**src/rtl/alu_share_arbiter_if.sv**
```systemverilog
// rtl/alu_share_arbiter_if.sv - request/response bundle between issue logic and the shared-ALU arbiter
interface alu_share_arbiter_if #(
    parameter int XLEN  = 32,
    parameter int TAG_W = 4
);
    // Request side: two requesters packed side by side, requester i in slice i
    logic [1:0]         req_valid;
    logic [1:0]         req_ready;
    logic [2*XLEN-1:0]  req_a;
    logic [2*XLEN-1:0]  req_b;
    logic [7:0]         req_sel;
    logic [2*TAG_W-1:0] req_tag;

    // Response side: one buffered entry per requester
    logic [1:0]         resp_valid;
    logic [1:0]         resp_ready;
    logic [2*XLEN-1:0]  resp_result;
    logic [2*TAG_W-1:0] resp_tag;
    logic [1:0]         resp_err;

    // Issue logic / consumer side
    modport master (
        output req_valid, req_a, req_b, req_sel, req_tag, resp_ready,
        input  req_ready, resp_valid, resp_result, resp_tag, resp_err
    );

    // Arbiter side
    modport slave (
        input  req_valid, req_a, req_b, req_sel, req_tag, resp_ready,
        output req_ready, resp_valid, resp_result, resp_tag, resp_err
    );
endinterface

```
**src/rtl/alu_share_arbiter.sv**
```systemverilog
// rtl/alu_share_arbiter.sv - round-robin sharing of one combinational ALU between two requesters (optional ARB_STATS_EN adds busy/conflict counters)
module alu_share_arbiter #(
    parameter int XLEN    = 32,
    parameter int TAG_W   = 4,
    parameter int NUM_OPS = 10
`ifdef ARB_STATS_EN
    ,
    parameter int CNT_W   = 16
`endif
) (
    input  logic                 i_clk,
    input  logic                 i_rst_n,
    alu_share_arbiter_if.slave   bus,
    output logic [XLEN-1:0]      o_alu_in_a,
    output logic [XLEN-1:0]      o_alu_in_b,
    output logic [3:0]           o_alu_select,
    input  logic [XLEN-1:0]      i_alu_result
`ifdef ARB_STATS_EN
    ,
    output logic [CNT_W-1:0]     o_stat_busy,
    output logic [CNT_W-1:0]     o_stat_conflict
`endif
);

    // Select codes at or above this bound are rejected with a zero result
    localparam logic [4:0] LP_NUM_OPS = 5'(NUM_OPS);

    logic [1:0]                  w_elig;
    logic [1:0]                  w_grant;
    logic                        w_any_grant;
    logic                        w_sel_ok;
    logic [TAG_W-1:0]            w_mux_tag;

    logic [1:0]                  r_resp_valid;
    logic [1:0][XLEN-1:0]        r_resp_result;
    logic [1:0][TAG_W-1:0]       r_resp_tag;
    logic [1:0]                  r_resp_err;
    logic                        r_rr_last;

    // A requester may issue when its buffer is empty or is being drained this cycle
    always_comb begin
        w_elig = 2'b00;
        for (int i = 0; i < 2; i++) begin
            w_elig[i] = bus.req_valid[i] && (!r_resp_valid[i] || bus.resp_ready[i]);
        end
    end

    // Round-robin pick: on conflict the requester that did not win last time goes
    always_comb begin
        w_grant = w_elig;
        if (w_elig == 2'b11) begin
            w_grant = r_rr_last ? 2'b01 : 2'b10;
        end
    end

    assign w_any_grant   = |w_grant;
    assign bus.req_ready = w_grant;

    // Steer the granted operands to the ALU; idle drives ADD 0+0 so no stale select lingers
    always_comb begin
        o_alu_in_a   = '0;
        o_alu_in_b   = '0;
        o_alu_select = 4'd0;
        w_mux_tag    = '0;
        if (w_grant[1]) begin
            o_alu_in_a   = bus.req_a[2*XLEN-1:XLEN];
            o_alu_in_b   = bus.req_b[2*XLEN-1:XLEN];
            o_alu_select = bus.req_sel[7:4];
            w_mux_tag    = bus.req_tag[2*TAG_W-1:TAG_W];
        end else if (w_grant[0]) begin
            o_alu_in_a   = bus.req_a[XLEN-1:0];
            o_alu_in_b   = bus.req_b[XLEN-1:0];
            o_alu_select = bus.req_sel[3:0];
            w_mux_tag    = bus.req_tag[TAG_W-1:0];
        end
    end

    assign w_sel_ok = ({1'b0, o_alu_select} < LP_NUM_OPS);

    // Capture the ALU result into the granted requester's buffer, or drain a consumed entry
    always_ff @(posedge i_clk or negedge i_rst_n) begin
        if (!i_rst_n) begin
            r_resp_valid  <= 2'b00;
            r_resp_result <= '0;
            r_resp_tag    <= '0;
            r_resp_err    <= 2'b00;
            r_rr_last     <= 1'b1;
        end else begin
            for (int i = 0; i < 2; i++) begin
                if (w_grant[i]) begin
                    r_resp_valid[i] <= 1'b1;
                    r_resp_tag[i]   <= w_mux_tag;
                    if (w_sel_ok) begin
                        r_resp_result[i] <= i_alu_result;
                        r_resp_err[i]    <= 1'b0;
                    end else begin
                        r_resp_result[i] <= '0;
                        r_resp_err[i]    <= 1'b1;
                    end
                end else if (r_resp_valid[i] && bus.resp_ready[i]) begin
                    r_resp_valid[i] <= 1'b0;
                end
            end
            if (w_any_grant) begin
                r_rr_last <= w_grant[1];
            end
        end
    end

    assign bus.resp_valid  = r_resp_valid;
    assign bus.resp_result = r_resp_result;
    assign bus.resp_tag    = r_resp_tag;
    assign bus.resp_err    = r_resp_err;

`ifdef ARB_STATS_EN
    logic [CNT_W-1:0] r_stat_busy;
    logic [CNT_W-1:0] r_stat_conflict;

    // Saturating activity counters: grant cycles and two-way contention cycles
    always_ff @(posedge i_clk or negedge i_rst_n) begin
        if (!i_rst_n) begin
            r_stat_busy     <= '0;
            r_stat_conflict <= '0;
        end else begin
            if (w_any_grant && (r_stat_busy != {CNT_W{1'b1}})) begin
                r_stat_busy <= r_stat_busy + 1'b1;
            end
            if ((w_elig == 2'b11) && (r_stat_conflict != {CNT_W{1'b1}})) begin
                r_stat_conflict <= r_stat_conflict + 1'b1;
            end
        end
    end

    assign o_stat_busy     = r_stat_busy;
    assign o_stat_conflict = r_stat_conflict;
`endif

endmodule
```
**src/flat_wrapper.sv**
```systemverilog
// flat-port wrapper written by rule: the top's interface ports become plain ports
module alu_share_arbiter_flat 
#(
    parameter int XLEN    = 32,
    parameter int TAG_W   = 4,
    parameter int NUM_OPS = 10

)
  (i_clk, i_rst_n, o_alu_in_a, o_alu_in_b, o_alu_select, i_alu_result, bus_req_valid, bus_req_a, bus_req_b, bus_req_sel, bus_req_tag, bus_resp_ready, bus_req_ready, bus_resp_valid, bus_resp_result, bus_resp_tag, bus_resp_err);
  alu_share_arbiter_if #(.XLEN(XLEN), .TAG_W(TAG_W)) bus_i ();
  input  logic i_clk;
  input  logic i_rst_n;
  output logic [XLEN-1:0] o_alu_in_a;
  output logic [XLEN-1:0] o_alu_in_b;
  output logic [3:0] o_alu_select;
  input  logic [XLEN-1:0] i_alu_result;
  input wire logic [$bits(bus_i.req_valid)-1:0] bus_req_valid;
  input wire logic [$bits(bus_i.req_a)-1:0] bus_req_a;
  input wire logic [$bits(bus_i.req_b)-1:0] bus_req_b;
  input wire logic [$bits(bus_i.req_sel)-1:0] bus_req_sel;
  input wire logic [$bits(bus_i.req_tag)-1:0] bus_req_tag;
  input wire logic [$bits(bus_i.resp_ready)-1:0] bus_resp_ready;
  output wire logic [$bits(bus_i.req_ready)-1:0] bus_req_ready;
  output wire logic [$bits(bus_i.resp_valid)-1:0] bus_resp_valid;
  output wire logic [$bits(bus_i.resp_result)-1:0] bus_resp_result;
  output wire logic [$bits(bus_i.resp_tag)-1:0] bus_resp_tag;
  output wire logic [$bits(bus_i.resp_err)-1:0] bus_resp_err;
  assign bus_i.req_valid = bus_req_valid;
  assign bus_i.req_a = bus_req_a;
  assign bus_i.req_b = bus_req_b;
  assign bus_i.req_sel = bus_req_sel;
  assign bus_i.req_tag = bus_req_tag;
  assign bus_i.resp_ready = bus_resp_ready;
  assign bus_req_ready = bus_i.req_ready;
  assign bus_resp_valid = bus_i.resp_valid;
  assign bus_resp_result = bus_i.resp_result;
  assign bus_resp_tag = bus_i.resp_tag;
  assign bus_resp_err = bus_i.resp_err;
  alu_share_arbiter #(.XLEN(XLEN), .TAG_W(TAG_W), .NUM_OPS(NUM_OPS)) u_core (.i_clk(i_clk), .i_rst_n(i_rst_n), .bus(bus_i), .o_alu_in_a(o_alu_in_a), .o_alu_in_b(o_alu_in_b), .o_alu_select(o_alu_select), .i_alu_result(i_alu_result));
endmodule
```
**config.mk**
```make
export PLATFORM = sky130hd
export DESIGN_NAME = alu_share_arbiter_flat
export DESIGN_NICKNAME = d
export VERILOG_FILES = /design/src/rtl/alu_share_arbiter_if.sv /design/src/rtl/alu_share_arbiter.sv /design/src/flat_wrapper.sv
export SDC_FILE = /design/constraint.sdc
export NUM_CORES = 1
export LEC_CHECK = 0
export CORE_AREA = 2 2 126 128
export CTS_CLUSTER_SIZE = 24
export DETAILED_ROUTE_END_ITERATION = 6
export DIE_AREA = 0 0 128 130
export HOLD_SLACK_MARGIN = 0.08
export PLACE_DENSITY = 0.74
export SLEW_MARGIN = 10
export SYNTH_ARGS = -nofsm -noshare
export SYNTH_HDL_FRONTEND = slang
export SYNTH_SLANG_ARGS = --single-unit
```
**constraint.sdc**
```tcl
create_clock -name i_clk -period 3.5 [get_ports i_clk]
set_clock_uncertainty 0.05 [all_clocks]
set_input_delay 0.525 -clock i_clk [delete_from_list [all_inputs] [get_ports i_clk]]
set_output_delay 0.525 -clock i_clk [all_outputs]
set_load 0.005 [all_outputs]
```
==> flow_metrics.tcl, run 1 <==
set metrics [dict create \
    synth_area_leaders "dfrtp_1, mux2i_1, a22o_1" \
    die_area_um2 16640 \
    setup_tns_ps 0 \
    clk_pin_slew_ps 60 \
    use_met2_pct 31.33 \
    numPortBuffers 327 \
    yosysTopAreaCellShare_pct 47.18 \
    cts.repair.resized 0 \
    critPathCaptureType "output pin" \
    drv_cap 0 \
    finalInstanceArea_um2 7801 \
    critPathTopFamily "buffers and inverters" \
    grt_util_met1_pct 29.65 \
    p_int_mw 2.692 \
    dp_cells 889 \
    ys_warn_count 0 \
    p_seq_share_pct 32.6 \
    final_cell_mix "clkdlybuf4s50_1, dfrtp_1, inv_1, a22o_1, mux2i_1" \
    yosysSeqAreaShare_pct 47.83 \
    fmax_mhz 293.8 \
    power.share.combinational_pct 42.8 \
    drc 0 \
    layout_commonest_cell "clkdlybuf4s50_1" \
    crit_path_max_fanout 25 \
    stdcell_count 905 \
    ios 328 \
    ys_ff_latch 77 \
    wirelength_um 18920 \
    path_class "input pin to output pin" \
    p_total_mw 3.825 \
    worstPathRequired_ps 2920 \
    cts_inserted_buffers 9 \
    worst_skew_pair.late_latency_ps 340 \
    crit_top_cell "clkdlybuf4s50_1" \
    track_usage_pct 21.34 \
    final-setup-viol-count 0 \
    start_util_pct 26.14 \
    core-area_um2 15420 \
    cts-root-buf "clkbuf_16" \
    async_flop_share_pct 100.0 \
    finalMaxSlewViolations 0 \
    multi_input_area_um2 1697 \
    critPathSlowestCell "clkdlybuf4s50_1" \
    syn_nets 572 \
    critPathArrivalTime_ps 2830 \
    hold_viol 0 \
    cts_buffer_depth 2 \
    globalRouteMet3Util_pct 7.872 \
    fillCellCount 1415 \
    vias 4151 \
    area_growth_pct 93.51 \
    syn-instance-count 390 \
    die_w_um 128 \
    swShare_pct 29.63 \
    drtPass1Iterations 4 \
    synth_flop_cell "dfrtp_1" \
    switchingPower_mw 1.133 \
    status "complete, no violations" \
    crit_chain "clkdlybuf4s50_1 > nand2b_1 > a311oi_4 > buf_4 > a22o_1 > clkdlybuf4s50_1" \
    max_stage_delay_ps 570 \
    grt_max_degree 78 \
    peakVddDrop_v 0.0003711 \
    hp-class "input pin to async pin" \
    place_hpwl_um 14670 \
    max-slew-margin-rel_pct 31.78 \
    whs_ps 311.9 \
    drive_above_1_share_pct 5.610 \
    drtIter0Drc 253 \
    worstMarginPinSlew_ps 1023 \
    critPathLaunchType "input pin" \
    powerDensity_nw_per_um2 490.3 \
    placed_area_um2 7508 \
    first_global_vias 4077 \
    fin_crit_sh_pct 97.24 \
    fin_crit_ps 3403 \
    ant_nets 0 \
    gp_congestion 0.7931 \
    die_y_um 130 \
    yosysUniqueCellTypes 20 \
    holdBufCountCts 0 \
    synth_enable_flop_cells 0 \
    diodes 0 \
    h-tree-depth 3 \
    clock-sinks 77 \
    synth_area_um2 4031 \
    postCtsSetupRepairBufs 0 \
    row_count 46 \
    clockPowerShare_pct 24.6 \
    yosysTopAreaCell "dfrtp_1" \
    avgSynthCellArea_um2 10.34 \
    wl_per_cell_um 20.91 \
    rsz0062_at_grt "false" \
    grt-ovfl-total 0 \
    register_area_um2 1928 \
    cts_tree "built" \
    grt_pass1_wl_um 26000 \
    nets 890 \
    p_leak_nw 3.439 \
    timing.critical_path.buf_inv 3 \
    antenna_found_initial 0 \
    grt-busiest-layer "met2" \
    post_drt_via_cell_ratio 4.587 \
]
## area by class of cell
type	instances	area share [%]
Clock buffer	11	2.983
Clock inverter	5	0.7698
Inverter	68	3.272
Multi-Input combinational cell	216	21.75
Sequential cell	77	24.72
Tap cell	192	3.079
Timing Repair Buffer	336	43.43
## synth_stat cells (2+ instances only)
master / instances
o21ai_1: 2
nand2_1: 64
buf_2: 10
a22o_1: 68
inv_1: 68
dfrtp_1: 76
clkbuf_1: 12
mux2_2: 8
buf_6: 6
mux2i_1: 66
## per-stage QoR
step | setup slack, ps | util [%]
after detailed placement | 104.5 | 48.68
after CTS | 91.96 | 50.58
after global placement | 116.0 | 48.68
after floorplan | 1402 | -
final | 96.74 | 50.58
after global routing | 17.99 | 50.58
## path summary, 6_finish.rpt
check	cells after the start	end	slack (ps)	startpoint
max reg2reg	5	u_core.bus.resp_tag[0]$_DFFE_PN0N_	1240	u_core.bus.resp_valid[0]$_DFFE_PN0P_
min in group i_clk	1	u_core.bus.resp_tag[0]$_DFFE_PN0N_	460	u_core.bus.resp_tag[0]$_DFFE_PN0N_
min	1	u_core.bus.resp_tag[3]$_DFFE_PN0N_	310	i_rst_n
min reg2reg	1	u_core.bus.resp_tag[0]$_DFFE_PN0N_	460	u_core.bus.resp_tag[0]$_DFFE_PN0N_
max	6	o_alu_in_b[29]	100	bus_resp_ready[0]
max in group asynchronous	1	u_core.bus.resp_result[6]$_DFFE_PN0N_	2440	i_rst_n
## power groups by stage
stage | Combinational [mW] | Sequential, mW | Clock [mW]
after floorplan | 0.528 | 1.27 | 0
after global placement | 1.63 | 1.25 | 0
after detailed placement | 1.64 | 1.25 | 0
after CTS | 1.65 | 1.25 | 0.976
after global routing | 1.75 | 1.27 | 1.00
final | 1.64 | 1.25 | 0.941
## registers in the layout, indices dropped and copies added (netlist names)
signal	flops
u_core.bus.resp_valid	2
u_core.bus.resp_tag	8
u_core.bus.resp_err	2
u_core.r_rr_last	1
u_core.bus.resp_result	64
## metal layers
layer	share of wire, %	wire (µm)
met5	0	0
met4	1.8	344
met3	11	2017
met2	43	8135
met1	45	8422
## logic make-up after synthesis
group	synth area share (%)
muxes	18.62
AOI/OAI and AO/OA	16.51
and+or+nand+nor	6.487
DFF	47.83
buffers and inverters	10.55
(Power assumes the default switching activity.)
==> run 2: changes to the inputs <==
--- a/config.mk
+++ b/config.mk
@@ -6,6 +6,7 @@
 export NUM_CORES = 1
 export LEC_CHECK = 0
 export CORE_AREA = 2 2 126 128
+export CTS_CLUSTER_DIAMETER = 40
 export CTS_CLUSTER_SIZE = 24
 export DETAILED_ROUTE_END_ITERATION = 6
 export DIE_AREA = 0 0 128 130
==> results of run 2 <==
Same layout as run 1: the final DEF is identical, and so are final timing and power.
